===== config.mk =====
export PLATFORM = sky130hd
export DESIGN_NAME = tof_frame_builder
export DESIGN_NICKNAME = d
export VERILOG_FILES = /design/src/rtl/tof_frame_builder.sv
export SDC_FILE = /design/constraint.sdc
export NUM_CORES = 2
export LEC_CHECK = 0
export ABC_AREA = 1
export BUFFER_PORTS_ARGS = -buffer_cell sky130_fd_sc_hd__buf_2
export CAP_MARGIN = 20
export CORE_ASPECT_RATIO = 1.5
export CORE_UTILIZATION = 45
export CTS_CLUSTER_SIZE = 25
export DETAILED_ROUTE_END_ITERATION = 12
export GPL_ROUTABILITY_DRIVEN = 0
export PLACE_DENSITY = 0.67
export SLEW_MARGIN = 20
export SYNTH_ARGS = -nofsm -noshare
export SYNTH_HDL_FRONTEND = slang
export SYNTH_SLANG_ARGS = --single-unit

===== constraint.sdc =====
create_clock -name clk -period 3.5 [get_ports clk]
set_clock_uncertainty 0.1 [all_clocks]
set_input_delay 0.35 -clock clk [delete_from_list [all_inputs] [get_ports clk]]
set_output_delay 0.35 -clock clk [all_outputs]
set_load 0.05 [all_outputs]

===== src/rtl/tof_frame_builder.sv =====
// tof_frame_builder
//
// Collects the per-zone distance stream from the ToF sensor FSM into complete 8x8 frames.
// It uses a two-bank RAM and tracks the nearest zone of each frame. Finished frames are
// published to a downstream reader through a valid/ack handshake.
//
// Ports:
//   clk           system clock
//   reset         synchronous, active-low reset
//   sample_valid  one-cycle strobe, a complete zone sample is present
//   sample_index  zone number of the sample
//   sample_data   distance of the sample (mm)
//   frame_ack     reader is done with the published frame, releases the read bank
//   rd_addr       zone address into the published frame
//   rd_data       distance at rd_addr, registered (1-cycle latency)
//   frame_valid   a published frame is available and stable
//   frame_seq     sequence number of the published frame (wraps)
//   min_dist      minimum distance of the published frame
//   min_zone      zone holding min_dist
//   near_alarm    min_dist below NEAR_THRESH for the published frame
//   sample_err    one-cycle pulse on an out-of-order sample
//   drop_cnt      frames completed while the read bank was busy (saturating)
//
// Build option:
//   TOF_ZERO_SKIP_EN  zero samples (no target) are stored but do not compete for the minimum

module tof_frame_builder #(
  parameter int unsigned       ZONES       = 64,
  parameter int unsigned       IDX_W       = 6,
  parameter int unsigned       DATA_W      = 14,
  parameter logic [DATA_W-1:0] NEAR_THRESH = 14'd300
) (
  input  logic              clk,
  input  logic              reset,
  input  logic              sample_valid,
  input  logic [IDX_W-1:0]  sample_index,
  input  logic [DATA_W-1:0] sample_data,
  input  logic              frame_ack,
  input  logic [IDX_W-1:0]  rd_addr,
  output logic [DATA_W-1:0] rd_data,
  output logic              frame_valid,
  output logic [7:0]        frame_seq,
  output logic [DATA_W-1:0] min_dist,
  output logic [IDX_W-1:0]  min_zone,
  output logic              near_alarm,
  output logic              sample_err,
  output logic [7:0]        drop_cnt
);

`ifdef TOF_ZERO_SKIP_EN
  localparam bit ZeroSkip = 1'b1;
`else
  localparam bit ZeroSkip = 1'b0;
`endif

  localparam logic [IDX_W-1:0] LastZone = IDX_W'(ZONES - 1);
  localparam logic [IDX_W-1:0] OneIdx   = IDX_W'(1);

  typedef enum logic [0:0] {StWaitFirst, StCollect} state_e;

  state_e            state_q, state_d;
  logic [IDX_W-1:0]  expect_q, expect_d;
  logic [DATA_W-1:0] run_min_q, run_min_d;
  logic [IDX_W-1:0]  run_zone_q, run_zone_d;
  logic              wr_bank_q, wr_bank_d;
  logic              frame_valid_q, frame_valid_d;
  logic [7:0]        frame_seq_q, frame_seq_d;
  logic [DATA_W-1:0] min_dist_q, min_dist_d;
  logic [IDX_W-1:0]  min_zone_q, min_zone_d;
  logic              near_alarm_q, near_alarm_d;
  logic              sample_err_q, sample_err_d;
  logic [7:0]        drop_cnt_q, drop_cnt_d;
  logic [DATA_W-1:0] rd_data_q;

  logic              wr_en;
  logic              commit;
  logic              bank_free;
  logic              is_zero;
  logic              better;
  logic [DATA_W-1:0] start_min;
  logic              rd_bank;

  logic [DATA_W-1:0] mem_q [2][ZONES];

  // A zero sample means "no target"; with zero skipping it must never win the minimum.
  assign is_zero   = ZeroSkip && (sample_data == '0);
  assign start_min = is_zero ? '1 : sample_data;
  // Strict compare keeps the lower zone on ties.
  assign better    = (sample_data < run_min_q) && !is_zero;
  assign rd_bank   = ~wr_bank_q;

  // Sample acceptance FSM
  always_comb begin
    state_d      = state_q;
    expect_d     = expect_q;
    run_min_d    = run_min_q;
    run_zone_d   = run_zone_q;
    wr_en        = 1'b0;
    commit       = 1'b0;
    sample_err_d = 1'b0;
    case (state_q)
      StWaitFirst: begin
        // Non-zero indices are ignored silently so the block can join mid-stream.
        if (sample_valid && sample_index == '0) begin
          wr_en      = 1'b1;
          run_min_d  = start_min;
          run_zone_d = '0;
          expect_d   = OneIdx;
          state_d    = StCollect;
        end
      end
      StCollect: begin
        if (sample_valid) begin
          if (sample_index == expect_q) begin
            wr_en = 1'b1;
            if (better) begin
              run_min_d  = sample_data;
              run_zone_d = sample_index;
            end
            if (sample_index == LastZone) begin
              commit  = 1'b1;
              state_d = StWaitFirst;
            end else begin
              expect_d = expect_q + 1'b1;
            end
          end else if (sample_index == '0) begin
            // Restart: drop the partial frame, this sample opens a new one.
            sample_err_d = 1'b1;
            wr_en        = 1'b1;
            run_min_d    = start_min;
            run_zone_d   = '0;
            expect_d     = OneIdx;
          end else begin
            sample_err_d = 1'b1;
            state_d      = StWaitFirst;
          end
        end
      end
      default: state_d = StWaitFirst;
    endcase
  end

  // Publish / handshake
  always_comb begin
    bank_free     = !frame_valid_q || frame_ack;
    wr_bank_d     = wr_bank_q;
    frame_valid_d = frame_valid_q;
    frame_seq_d   = frame_seq_q;
    min_dist_d    = min_dist_q;
    min_zone_d    = min_zone_q;
    near_alarm_d  = near_alarm_q;
    drop_cnt_d    = drop_cnt_q;
    if (commit && bank_free) begin
      // run_*_d already includes the final sample.
      wr_bank_d     = ~wr_bank_q;
      frame_valid_d = 1'b1;
      frame_seq_d   = frame_seq_q + 8'd1;
      min_dist_d    = run_min_d;
      min_zone_d    = run_zone_d;
      near_alarm_d  = run_min_d < NEAR_THRESH;
    end else begin
      if (commit && drop_cnt_q != 8'hFF) begin
        drop_cnt_d = drop_cnt_q + 8'd1;
      end
      if (frame_ack) begin
        frame_valid_d = 1'b0;
      end
    end
  end

  always_ff @(posedge clk) begin
    if (!reset) begin
      state_q       <= StWaitFirst;
      expect_q      <= '0;
      run_min_q     <= '1;
      run_zone_q    <= '0;
      wr_bank_q     <= 1'b0;
      frame_valid_q <= 1'b0;
      frame_seq_q   <= '0;
      min_dist_q    <= '1;
      min_zone_q    <= '0;
      near_alarm_q  <= 1'b0;
      sample_err_q  <= 1'b0;
      drop_cnt_q    <= '0;
      rd_data_q     <= '0;
    end else begin
      state_q       <= state_d;
      expect_q      <= expect_d;
      run_min_q     <= run_min_d;
      run_zone_q    <= run_zone_d;
      wr_bank_q     <= wr_bank_d;
      frame_valid_q <= frame_valid_d;
      frame_seq_q   <= frame_seq_d;
      min_dist_q    <= min_dist_d;
      min_zone_q    <= min_zone_d;
      near_alarm_q  <= near_alarm_d;
      sample_err_q  <= sample_err_d;
      drop_cnt_q    <= drop_cnt_d;
      rd_data_q     <= mem_q[rd_bank][rd_addr];
    end
  end

  // Frame storage, never cleared; writes are blocked while reset is held.
  always_ff @(posedge clk) begin
    if (wr_en && reset) begin
      mem_q[wr_bank_q][sample_index] <= sample_data;
    end
  end

  assign rd_data     = rd_data_q;
  assign frame_valid = frame_valid_q;
  assign frame_seq   = frame_seq_q;
  assign min_dist    = min_dist_q;
  assign min_zone    = min_zone_q;
  assign near_alarm  = near_alarm_q;
  assign sample_err  = sample_err_q;
  assign drop_cnt    = drop_cnt_q;

endmodule


==> results.sh <==
export IMPL_rows=182
export IMPL_synthArstFlopShare=0
export IMPL_yosys_top_cells_area="edfxtp_1 72%, o21ai_0 7.6%, nor2_1 6.4%, o22ai_1 3.8%, dfxtp_1 2.2%"
export IMPL_syn_nets=5890
export IMPL_worst_slack_ns=0.1243
export IMPL_start_util=0.4534
export IMPL_fin_nets=6070
export IMPL_drive_gt1_frac=0.1195
export IMPL_powerDensity_nw_per_um2=523.5
export IMPL_hp_class="primary input to flip-flop"
export IMPL_timing_rr_end="rd_data[8]$_SDFF_PN0_"
export IMPL_fin_util=0.5142
export IMPL_final_max_slew_viol_count=0
export IMPL_yosysUniqueCellTypes=47
export IMPL_tightest_slew_ns=1.247
export IMPL_clkTransAtPathRegs_ns=0.07
export IMPL_yosys_warnings=0
export IMPL_final_antenna_net_count=0
export IMPL_avgSynthCellArea_um2=12.74
export IMPL_cts_setup_buffers=0
export IMPL_drc=0
export IMPL_core_area_um2=164200
export IMPL_cts_buffers=157
export IMPL_hpwl_um=135300
export IMPL_synthesis_area_um2=74450
export IMPL_worst_path_max_fanout=47
export IMPL_yosysMostFrequentCell="edfxtp_1"
export IMPL_worstHoldStart="sample_index[2]"
export IMPL_synth_seq_area_share=0.7446
export IMPL_place_ws_ns=0.1391
export IMPL_grt_ovfl_total=0
export IMPL_dr_pass1_iters=6
export IMPL_yosysTopAreaCell="edfxtp_1"
export IMPL_path_cells="inv_8, buf_12, o21ai_0, o22ai_1, o21ai_0, o221ai_1, nand3_1, nand3_1, nand2_1, a31oi_1"
export IMPL_clockBufferDepth=3
export IMPL_critPathBufInv=2
export IMPL_min_period_ns=3.376
export IMPL_synth_seq_cells=1873
export IMPL_cts_sinks=1873
export IMPL_die_w_um=334.1
export IMPL_pin_count=83
export IMPL_r2r_slack_ns=0.12
export IMPL_rsz0062_at_grt="no"
export IMPL_irDropWorstVdd_uv=519.0
export IMPL_post_route_period_util=0.9645
export IMPL_holdWs_ns=0.03850
export IMPL_netlist_top_cells_count="1792 x edfxtp_1, 1262 x nor2_1, 1127 x o21ai_0, 458 x o22ai_1, 322 x clkbuf_1"
export IMPL_die_height_um=500.1
export IMPL_routedWlPerCell_um=26.05
export IMPL_whs_path_depth=3
export IMPL_worst_path_max_delay_cell="o21ai_0"
export IMPL_r2r_start="wr_bank_q$_SDFFE_PN0P_"
export IMPL_worstPathArrival_ns=3.95
export IMPL_p_total_w=0.04420
export IMPL_synth_edf_count=1792
export IMPL_vias=50261
export IMPL_setup_viol=0
export IMPL_drt_iter0_drc=5603
export IMPL_htreeDepth=4
export IMPL_ys_flop_type="edfxtp_1"
export IMPL_drt_wl_total_um=217800
export IMPL_cts_tree="done"
export IMPL_cts_root_buf="clkbuf_16"
export IMPL_min_to="run_zone_q[2]$_SDFF_PN0_"
export IMPL_finalHoldViolCount=0
export IMPL_startpoint_type="flip-flop"
export IMPL_synth_top_cell_area_share=0.7228
export IMPL_slew_headroom=0.1580
export IMPL_slowest_delay_ns=0.75
export IMPL_fmax_mhz=296.2
export IMPL_port_buffers=82
export IMPL_syn_to_final_growth_pct=13.41
export IMPL_dieArea_um2=167100
export IMPL_crit_family="compound AO/OA/AOI/OAI gates"
export IMPL_clk_latency_ns=0.80
export IMPL_power_leakage_nw=27.85
export IMPL_grt_max_degree=131
export IMPL_synthCells=5844
export IMPL_maxCapViolCount=0
export IMPL_criticalPathCategory="flip-flop to flip-flop"
export IMPL_antenna_found_initial=4
export IMPL_setup_tns_ns=0
export IMPL_status="finished, final reports clean"
export IMPL_grt_usage=0.2584
export IMPL_grt_pass1_vias=49173
export IMPL_cp_required_ns=4.07
export IMPL_end_kind="flip-flop"
export IMPL_reg2reg_depth=10
export IMPL_grt_pass1_wl_um=317900
export IMPL_viasPerCell=6.010
==> layout by cell type (no fill, tap or decap), drive strengths merged, types with 3 or more instances in the layout <==
cell,count
o221ai,86
clkinv,67
a31oi,16
dlygate4sd3,8
nand2,222
o211ai,50
clkinvlp,5
a22oi,5
or2,22
inv,91
nor3b,3
ha,16
nor2,1270
nand3,80
dfxtp,81
nor3,23
buf,436
edfxtp,1792
diode,4
bufinv,14
a21oi,61
o311ai,5
o21ai,1132
clkbuf,194
o22ai,458
==> worst min-delay path, cell delays in order <==
cell,delay [ns]
buf_2,0.29
a22oi_1,0.17
nor2_1,0.09
==> cells by family after synthesis <==
group,after synthesis,share of synthesized area
simple gates,1626,0.08765
fa+ha+maj,16,0.002689
compound gates,1821,0.1373
buf+inv,508,0.02775
flops,1873,0.7446
==> registers in the layout, indices dropped and copies added (netlist names) <==
register     count
drop_cnt         8
expect_q         6
frame_seq        8
frame_valid      1
mem_q         1792
min_dist        14
min_zone         6
near_alarm       1
rd_data         14
run_min_q       14
run_zone_q       6
sample_err       1
state_q          1
wr_bank_q        1
==> worst max-delay path by stage <==
stage / startpoint / endpoint / slack [ns] / depth (start not counted)
global placement: wr_bank_q$_SDFFE_PN0P_ / rd_data[13]$_SDFF_PN0_ / 0.17 / 9
floorplan: sample_index[1] / mem_q[0][280]$_DFFE_PP_ / 0.60 / 13
finish: wr_bank_q$_SDFFE_PN0P_ / rd_data[8]$_SDFF_PN0_ / 0.12 / 10
global route: wr_bank_q$_SDFFE_PN0P_ / rd_data[13]$_SDFF_PN0_ / 0.01 / 9
CTS: wr_bank_q$_SDFFE_PN0P_ / rd_data[13]$_SDFF_PN0_ / 0.12 / 9
detailed placement: wr_bank_q$_SDFFE_PN0P_ / rd_data[13]$_SDFF_PN0_ / 0.14 / 9
==> area by class of cell <==
| type | instances | area (um^2) |
|---|---|---|
| Timing Repair Buffer | 444 | 3815 |
| Inverter | 85 | 352.8 |
| Fill cell | 13701 | 79760 |
| Antenna cell | 4 | 10.01 |
| Tap cell | 2208 | 2763 |
| Clock inverter | 92 | 897.1 |
| Clock buffer | 194 | 4183 |
| Sequential cell | 1873 | 55440 |
| Multi-Input combinational cell | 3463 | 16970 |
==> metrics by stage <==
stage	instance area [um^2]	std cells
after floorplan	74450	5844
after global placement	79250	8065
after detailed placement	79250	8065
after CTS	84410	8359
after global routing	84420	8360
final	84430	8363
==> timing repair <==
action                                 4_1_cts  5_1_grt
endpoints found under the hold margin       14        0
setup endpoints to repair                    0        2
hold buffers                                 8        0
gates resized for setup                      0        2
==> report_power, final <==
group          leakage, nW  switching [W]  internal, W
Clock                 2.48        0.00797      0.00958
Combinational         8.61        0.00163     0.000471
Sequential            16.8      0.0000112       0.0245
Total                 27.8        0.00962       0.0346
==> layer usage <==
| metal | GRT usage | part of all wire | vias up |
|---|---|---|---|
| li1 | - | - | 22091 |
| met2 | 0.4282 | 0.49 | 2682 |
| met4 | 0.1829 | 0.078 | 4 |
| met1 | 0.3056 | 0.35 | 24884 |
| met3 | 0.04428 | 0.084 | 600 |
| met5 | 0 | 0.00013 | - |
Power figures use the tool's default switching activity.
